$ cat src/rtl/serial_add_sub_pkg.sv
// Shared definitions for the digit-serial adder/subtractor.
package serial_add_sub_pkg;

    typedef enum logic [1:0] {
        ST_IDLE = 2'd0,
        ST_RUN  = 2'd1,
        ST_DONE = 2'd2
    } state_t;

    localparam logic MODE_ADD = 1'b0;
    localparam logic MODE_SUB = 1'b1;

    // Counter width for n slices; a single-slice operation still needs one bit.
    function automatic int unsigned cnt_width(input int unsigned n);
        return (n <= 1) ? 1 : $clog2(n);
    endfunction

endpackage

$ cat src/rtl/serial_add_sub_digit_adder.sv
// Combinational DIGIT-bit ripple adder; B is inverted when i_m=1 so that
// subtraction is A + ~B + 1 with the +1 supplied through i_cin.
module digit_adder #(
    parameter int unsigned DIGIT = 4
) (
    input  logic [DIGIT-1:0] i_a,
    input  logic [DIGIT-1:0] i_b,
    input  logic             i_m,
    input  logic             i_cin,
    output logic [DIGIT-1:0] o_sum,
    output logic             o_cout,
    output logic             o_cmsb
);

    logic [DIGIT:0]   w_c;
    logic [DIGIT-1:0] w_bx;

    assign w_c[0] = i_cin;

    // One full adder per bit, carry rippling upward.
    for (genvar gi = 0; gi < DIGIT; gi++) begin : g_bit
        assign w_bx[gi]    = i_b[gi] ^ i_m;
        assign o_sum[gi]   = i_a[gi] ^ w_bx[gi] ^ w_c[gi];
        assign w_c[gi + 1] = (i_a[gi] & w_bx[gi]) | (i_a[gi] & w_c[gi]) | (w_bx[gi] & w_c[gi]);
    end

    assign o_cout = w_c[DIGIT];
    assign o_cmsb = w_c[DIGIT - 1];

endmodule

$ cat src/rtl/serial_add_sub.sv
// Digit-serial add/subtract: processes DIGIT bits per cycle, LSB slice first,
// and presents a registered result with carry, overflow and zero flags.
module serial_add_sub
    import serial_add_sub_pkg::*;
#(
    parameter int unsigned WIDTH = 16,
    parameter int unsigned DIGIT = 4
) (
    input  logic             clk,
    input  logic             rst,
    input  logic             start,
    input  logic [WIDTH-1:0] a,
    input  logic [WIDTH-1:0] b,
    input  logic             m,
    output logic             ready,
    output logic             done,
    output logic [WIDTH-1:0] s,
    output logic             cout,
    output logic             v,
    output logic             zero
);

    localparam int unsigned NSLICE = WIDTH / DIGIT;
    localparam int unsigned CNT_W  = cnt_width(NSLICE);

    state_t r_state;
    state_t w_state_next;

    logic [WIDTH-1:0] r_a;
    logic [WIDTH-1:0] r_b;
    logic             r_m;
    logic             r_carry;
    logic [CNT_W-1:0] r_cnt;
    logic [WIDTH-1:0] r_s;
    logic             r_cout;
    logic             r_v;
    logic             r_zero;
    logic             r_ready;
    logic             r_done;

    logic [DIGIT-1:0] w_sum;
    logic             w_cout;
    logic             w_cmsb;
    logic             w_last;
    logic [WIDTH-1:0] w_s_next;

    assign w_last = (r_cnt == CNT_W'(NSLICE - 1));

    digit_adder #(
        .DIGIT (DIGIT)
    ) u_digit_adder (
        .i_a    (r_a[DIGIT-1:0]),
        .i_b    (r_b[DIGIT-1:0]),
        .i_m    (r_m),
        .i_cin  (r_carry),
        .o_sum  (w_sum),
        .o_cout (w_cout),
        .o_cmsb (w_cmsb)
    );

    // New slice enters at the top of the result and shifts down, so after
    // NSLICE steps the first (LSB) slice sits at bit 0.
    if (DIGIT == WIDTH) begin : g_single
        assign w_s_next = w_sum;
    end else begin : g_multi
        assign w_s_next = {w_sum, r_s[WIDTH-1:DIGIT]};
    end

    // State register.
    always_ff @(posedge clk) begin
        if (rst) begin
            r_state <= ST_IDLE;
        end else begin
            r_state <= w_state_next;
        end
    end

    // Next-state decode.
    always_comb begin
        w_state_next = r_state;
        case (r_state)
            ST_IDLE: if (start)  w_state_next = ST_RUN;
            ST_RUN:  if (w_last) w_state_next = ST_DONE;
            ST_DONE: w_state_next = ST_IDLE;
            default: w_state_next = ST_IDLE;
        endcase
    end

    // Operand capture, slice processing and registered result/status.
    always_ff @(posedge clk) begin
        if (rst) begin
            r_a     <= '0;
            r_b     <= '0;
            r_m     <= 1'b0;
            r_carry <= 1'b0;
            r_cnt   <= '0;
            r_s     <= '0;
            r_cout  <= 1'b0;
            r_v     <= 1'b0;
            r_zero  <= 1'b1;
            r_ready <= 1'b1;
            r_done  <= 1'b0;
        end else begin
            r_ready <= (w_state_next == ST_IDLE);
            r_done  <= (w_state_next == ST_DONE);
            case (r_state)
                ST_IDLE: begin
                    if (start) begin
                        r_a     <= a;
                        r_b     <= b;
                        r_m     <= m;
                        r_carry <= (m == MODE_SUB);
                        r_cnt   <= '0;
                    end
                end
                ST_RUN: begin
                    r_a     <= r_a >> DIGIT;
                    r_b     <= r_b >> DIGIT;
                    r_s     <= w_s_next;
                    r_carry <= w_cout;
                    r_cnt   <= r_cnt + CNT_W'(1);
                    if (w_last) begin
                        r_cout <= w_cout;
                        r_v    <= w_cout ^ w_cmsb;
                        r_zero <= (w_s_next == '0);
                    end
                end
                default: begin
                end
            endcase
        end
    end

    assign ready = r_ready;
    assign done  = r_done;
    assign s     = r_s;
    assign cout  = r_cout;
    assign v     = r_v;
    assign zero  = r_zero;

endmodule

$ cat config.mk
export PLATFORM = sky130hd
export DESIGN_NAME = serial_add_sub
export DESIGN_NICKNAME = d
export VERILOG_FILES = /design/src/rtl/serial_add_sub_pkg.sv /design/src/rtl/serial_add_sub_digit_adder.sv /design/src/rtl/serial_add_sub.sv
export SDC_FILE = /design/constraint.sdc
export NUM_CORES = 1
export LEC_CHECK = 0
export CAP_MARGIN = 20
export CELL_PAD_IN_SITES_DETAIL_PLACEMENT = 0
export CELL_PAD_IN_SITES_GLOBAL_PLACEMENT = 1
export CORE_ASPECT_RATIO = 0.7
export CORE_MARGIN = 3
export CORE_UTILIZATION = 34
export DETAILED_ROUTE_END_ITERATION = 6
export GPL_ROUTABILITY_DRIVEN = 0
export PLACE_DENSITY_LB_ADDON = 0.1
export SKIP_LAST_GASP = 1
export SLEW_MARGIN = 10
export SYNTH_ARGS = -nofsm -noshare
export SYNTH_HDL_FRONTEND = slang
export SYNTH_HIERARCHICAL = 1
export SYNTH_SLANG_ARGS = --single-unit
$ cat constraint.sdc
create_clock -name clk -period 2.5 [get_ports clk]
set_input_delay 0.25 -clock clk [delete_from_list [all_inputs] [get_ports clk]]
set_output_delay 0.25 -clock clk [all_outputs]
set_load 0.02 [all_outputs]
==> results.md, run 1 <==
* Max_slew headroom at 0.529
* Skew-Pair Late Insertion Delay at 0.34 ns
* Fmax at 0.440 GHz
* Slew @ Worst Pin at 0.706 ns
* Iteration-0 DRC Markers at 108
* Final hold slack at 0.337 ns
* CP arrival at 2.54 ns
* Total chip power at 2.25 mW
* Final wirelength at 6320 um
* Total die area at 8300 um^2
* Status: completed
* Finish-stage setup viols at 0
* Critical Path End Type: flip-flop
* Hold Buf Count CTS at 0
* Area Growth Syn to Fin at 35.2%
* Post-synth EDFFs at 0
* Register area share after synthesis at 0.481
* Setup ws final at 0.226 ns
* Initial core utilization at 0.357
* Ant. Diodes at 0
* Peak VDD IR at 342 uV
* Yosys Warn Count at 6
* Tot GR Track Use at 0.164
* Critical Path RT at 2.76 ns
* Hold_sp: rst
* Root buf cell: clkbuf_8
* Initial antenna violation count at 0
* Final Util at 0.483
* Hold endpoint: r_cnt[1]$_SDFFE_PP0P_
* Clock-pin slew on the worst setup and hold paths at 0.07 ns
* Leak at 1.29 nW
* Final Hold Vio Count at 0
* Fin crit period at 2.27 ns
* Pwr per Cell Area at 677 nW/um^2
* Synth Area per Inst at 8.53 um^2
* Worst Setup SP: r_b[0]$_SDFFE_PP0P_
* Worst Hold Class: in -> reg
* Row count at 25
* Post-Synthesis Cells at 288
* R2R cell count at 10
* Worst r2r src: r_b[0]$_SDFFE_PP0P_
* Element type at the critical path start: flip-flop
* Reg-to-Reg End: v$_SDFFE_PP0P_
* Hold Crit Depth at 2
* Dpl hpwl at 4440 um
* Die Ht at 77.1 um
* Die width at 108 um
* # Max-Cap Violations at 0
* Vias/cell at 4.84
* Layout cells sized above 1 at 0.0997
* Synth Flop Type: dfxtp_1
* Grt total ovfl at 0
* # fillers at 693
* Number of global-route vias before repair at 2077
* CTS sink cnt at 59
* Nets@finish at 387
* # DRC at 0
* Setup TNS at 0 ns
* Via Count at 2155
* Netlist cell types at 32
* Crit path kind: reg -> reg
* Largest net degree at the start of global routing at 29
* Unrepaired setup endpoints after global routing: no
* Post-route ant nets at 0
* Final Cycle Share at 0.910
* First-pass GRT wire length at 10600 um
* Cell Area, Synth at 2460 um^2
* Final Max Slew Viols at 0
* Setup slack at placement at 0.136 ns
* TritonCTS clock tree: done
* R2R Setup Slk at 0.23 ns
* H-tree depth at 3
* Num CTS Buffers at 9
* Async S/R FF share, synth at 0
* First-pass DRT Iterations at 4
* Ports at 57
* Port buffer count at 56
* Crit-path max FO at 3
* Final clock skew at 0.00843 ns
* Avg WL per Cell at 14.2 um
* FF+latch count, synth at 59
* Bufs on Longest Clock Path at 2
* Mapped Nets at 329
* Core area at 6880 um^2
[kinds of logic (layout without fill, tap and decap cells)]
group | count (synthesis) | in the layout | share of synthesized area
buffers and inverters | 27 | 90 | 0.0519
AND/OR/NAND/NOR | 125 | 125 | 0.208
XOR/XNOR | 6 | 6 | 0.0214
AO/OA/AOI/OAI | 59 | 59 | 0.175
adder cells (fa/ha/maj) | 5 | 5 | 0.0346
flip-flops | 59 | 59 | 0.481
multiplexers | 7 | 7 | 0.0285
[how the worst max path moves through the flow]
stage	cells after the start	slack, ns	endpoint
6_report	10	0.23	v$_SDFFE_PP0P_
5_1_grt	10	0.008	v$_SDFFE_PP0P_
4_1_cts	9	0.11	zero$_SDFFE_PP1P_
3_5_place_dp	9	0.14	zero$_SDFFE_PP1P_
3_3_place_gp	9	0.24	zero$_SDFFE_PP1P_
2_1_floorplan	9	0.23	zero$_SDFFE_PP1P_
[final cells by class]
type                    count  area [um^2]  area share
clock buffers              11          141      0.0426
clock inverters             5         52.6      0.0158
inverters                   6         22.5     0.00678
multi-input cells         202         1160       0.350
flip-flops and latches     59         1180       0.356
well taps                  94          118      0.0354
repair buffers             68          646       0.194
[registers in the layout, summed over array words and instances (netlist names)]
| register | count |
|---|---|
| s | 16 |
| r_state | 2 |
| r_cnt | 2 |
| r_b | 16 |
| r_a | 16 |
| v | 1 |
| ready | 1 |
| zero | 1 |
| done | 1 |
| cout | 1 |
| r_m | 1 |
| r_carry | 1 |
[placed cells by master, fill, tap and decap left out, drive strengths merged, types with 3 or more instances in the layout]
cell type	netlist	routed
xor2	3	3
mux2i	7	7
clkdlybuf4s50	0	55
nor4	4	4
a21oi	20	20
buf	13	13
inv	6	6
a311oi	19	19
dfxtp	59	59
clkbuf	8	11
a211oi	7	7
xnor2	3	3
fa	3	3
a22oi	9	9
clkinv	0	3
nor2	38	38
nand2	73	73
[cell usage after synthesis, drive strengths merged, types with 2 or more instances]
library cell | instances | area [um^2]
a22oi | 9 | 67.6
nor2 | 38 | 143
a311oi | 19 | 179
nor4 | 4 | 25.0
fa | 3 | 60.1
clkbuf | 8 | 30.0
mux2i | 7 | 70.1
xnor2 | 3 | 26.3
a211oi | 7 | 52.6
buf | 13 | 75.1
ha | 2 | 25.0
xor2 | 3 | 26.3
nand3 | 2 | 10.0
nand2 | 73 | 274
nand2b | 2 | 12.5
inv | 6 | 22.5
dfxtp | 59 | 1180
a21oi | 20 | 100
[critical path, cell delays in order, from the launching register on]
cell and delay [ns]:
dfxtp_1 0.35, xor2_1 0.18, fa_1 0.18, inv_1 0.05, fa_1 0.37, fa_1 0.41
inv_1 0.11, o22a_1 0.19, xor2_1 0.15, nand3_1 0.09, a21oi_1 0.14
[power by group]
group,switching (mW),internal [mW],total (mW)
sequential,0.0419,0.998,1.04
clock,0.371,0.482,0.854
combinational,0.183,0.170,0.354
[metal layers]
metal / vias to the layer above / share of wire / track usage
met3: 7 / 0.050 / 0.0572
met1: 1002 / 0.54 / 0.242
met2: 45 / 0.40 / 0.221
li1: 1101 / - / -
met4: 0 / 0.0093 / 0.0530
met5: - / 0 / 0
[through the flow]
stage	instances	instance area [um^2]
floorplan	288	2460
global placement	428	3110
detailed placement	428	3110
CTS	444	3300
global route	445	3320
finish	445	3320
[timing repair]
| item | CTS | global route |
|---|---|---|
| resized for setup | 0 | 2 |
| endpoints found under the setup margin | 0 | 2 |
| setup buffers | 0 | 1 |
Note: power is estimated with default switching activity, not from simulation.
==> inputs of run 2 (changes only) <==
--- a/config.mk
+++ b/config.mk
@@ -9,13 +9,13 @@
 export CELL_PAD_IN_SITES_DETAIL_PLACEMENT = 0
 export CELL_PAD_IN_SITES_GLOBAL_PLACEMENT = 1
 export CORE_ASPECT_RATIO = 0.7
-export CORE_MARGIN = 3
+export CORE_MARGIN = 5
 export CORE_UTILIZATION = 34
 export DETAILED_ROUTE_END_ITERATION = 6
 export GPL_ROUTABILITY_DRIVEN = 0
 export PLACE_DENSITY_LB_ADDON = 0.1
 export SKIP_LAST_GASP = 1
-export SLEW_MARGIN = 10
+export SLEW_MARGIN = 20
 export SYNTH_ARGS = -nofsm -noshare
 export SYNTH_HDL_FRONTEND = slang
 export SYNTH_HIERARCHICAL = 1
==> results.md, run 2 (synthesis results as in run 1) <==
* Status: completed
* Skew-Pair Late Insertion Delay at 0.33 ns
* Met2 WL at 2640 um
* Critical Path End Type: flip-flop
* Nets@finish at 386
* Layout cells sized above 1 at 0.0857
* Port buffer count at 56
* Switching share of power at 0.266
* Final Max Slew Viols at 0
* Setup ws final at 0.211 ns
* Row count at 25
* Unrepaired setup endpoints after global routing: no
* Met3 routed WL at 309 um
* Worst Hold Class: reg -> reg
* First-pass DRT Iterations at 4
* Crit path kind: reg -> reg
* Iteration-0 DRC Markers at 83
* Peak VDD IR at 263 uV
* Avg WL per Cell at 14.4 um
* Ports at 57
* # fillers at 695
* Slowest stage delay, CP at 0.41 ns
* Slowest cell on crit path: fa_1
* Fin crit period at 2.29 ns
* Core area at 6880 um^2
* CP arrival at 2.55 ns
* Final clock skew at 0.00520 ns
* CP Cell Sequence: xor2_1 -> fa_1 -> inv_1 -> fa_1 -> fa_1 -> inv_1 -> o22a_1 -> xor2_1 -> nand3_1 -> a21oi_1
* Dpl hpwl at 4600 um
* Max_slew headroom at 0.497
* Slew @ Worst Pin at 0.755 ns
* Vias/cell at 4.87
* Finish-stage setup viols at 0
* Commonest cells after routing, fill and taps aside: nand2_1, dfxtp_1, clkdlybuf4s50_1
* Initial antenna violation count at 0
* Sequential power share at 0.484
* Final Cycle Share at 0.916
* Pwr per Cell Area at 654 nW/um^2
* Largest net degree at the start of global routing at 38
* Element type at the critical path start: flip-flop
* Final hold slack at 0.457 ns
* Number of global-route vias before repair at 2063
* Tot GR Track Use at 0.150
* Internal power at 1.58 mW
* Fmax at 0.437 GHz
* Total die area at 9050 um^2
* First-pass GRT wire length at 10700 um
* Critical Path RT at 2.76 ns
* # DRC at 0
* Final Hold Vio Count at 0
* Setup TNS at 0 ns
* # Max-Cap Violations at 0
* Num CTS Buffers at 9
* Ant. Diodes at 0
* H-tree depth at 3
* Clk pwr share at 0.355
* Final Util at 0.477
* Logic pwr share at 0.160
* CTS sink cnt at 59
* Top layer used by detailed routing: met4
* Root buf cell: clkbuf_8
* Die Ht at 81.1 um
* P_sw at 570 uW
* Bufs on Longest Clock Path at 2
* Final wirelength at 6380 um
* CP most frequent cell: fa_1
* Grt total ovfl at 0
* Crit-path max FO at 3
* Setup slack at placement at 0.154 ns
* Metal-1 WL at 3360 um
* Via Count at 2164
* Initial core utilization at 0.357
* Clock-pin slew on the worst setup and hold paths at 0.06 ns
* Most common cell after layout, fill and taps aside: nand2_1
* Die width at 112 um
* Post-CTS Setup Repair Bufs at 0
* Leak at 1.27 nW
* Post-route ant nets at 0
* TritonCTS clock tree: done
* Area Growth Syn to Fin at 33.5%
## run 2: power by group through the flow
stage | sequential, mW | clock [mW] | combinational (mW)
after floorplan | 1.06 | 0 | 0.204
after global placement | 1.06 | 0 | 0.345
after detailed placement | 1.06 | 0 | 0.347
after CTS | 1.04 | 0.789 | 0.348
after global routing | 1.05 | 0.835 | 0.388
final | 1.04 | 0.762 | 0.344
## run 2: cell type report
cell class	count	area [um^2]	share of cell area
sequential	59	1180	0.360
clock inverter	2	10.0	0.00305
timing repair buffer	67	638	0.195
clock buffer	14	163	0.0496
inverter	6	22.5	0.00686
multi-input combinational	202	1150	0.350
tap	94	118	0.0359
## run 2: final timing paths
kind         cells after the start                end  slack (ns)         startpoint
max                             10     v$_SDFFE_PP0P_        0.21   r_m$_SDFFE_PP0P_
min reg2reg                      2  s[3]$_SDFFE_PP0N_        0.46  s[3]$_SDFFE_PP0N_
min                              2  s[3]$_SDFFE_PP0N_        0.46  s[3]$_SDFFE_PP0N_
max reg2reg                     10     v$_SDFFE_PP0P_        0.21   r_m$_SDFFE_PP0P_
## run 2: metrics by stage
step | cells | power [mW] | cell area [um^2]
6_report | 444 | 2.15 | 3280
5_1_grt | 444 | 2.27 | 3280
4_1_cts | 444 | 2.18 | 3280
3_5_place_dp | 428 | 1.41 | 3110
3_3_place_gp | 428 | 1.41 | 3110
2_1_floorplan | 288 | 1.27 | 2460
## run 2: critical path: cells and delay by family, from the launching register on
| kind | cells | cell delay (ns) |
|---|---|---|
| AOI/OAI and AO/OA | 2 | 0.34 |
| buffers and inverters | 2 | 0.16 |
| xor gates and xnor gates | 2 | 0.32 |
| adders and majority gates | 3 | 0.97 |
| and+or+nand+nor | 1 | 0.09 |
| DFF | 1 | 0.34 |
## run 2: layer usage
| layer | vias up | global-route usage |
|---|---|---|
| li1 | 1100 | - |
| met1 | 1016 | 0.220 |
| met2 | 41 | 0.207 |
| met3 | 7 | 0.0454 |
| met4 | 0 | 0.0510 |
| met5 | - | 0 |
## run 2: repair_timing
action	in CTS	in global routing
hold buffers	0	0
resized for setup	0	1
setup endpoints to repair	0	1
==> inputs of run 3 (changes only) <==
--- a/config.mk
+++ b/config.mk
@@ -9,8 +9,9 @@
 export CELL_PAD_IN_SITES_DETAIL_PLACEMENT = 0
 export CELL_PAD_IN_SITES_GLOBAL_PLACEMENT = 1
 export CORE_ASPECT_RATIO = 0.7
-export CORE_MARGIN = 5
+export CORE_MARGIN = 3
 export CORE_UTILIZATION = 34
+export CTS_CLUSTER_SIZE = 10
 export DETAILED_ROUTE_END_ITERATION = 6
 export GPL_ROUTABILITY_DRIVEN = 0
 export PLACE_DENSITY_LB_ADDON = 0.1
==> results of run 3 <==
No change in the layout: final DEF, timing and power equal those of run 1.
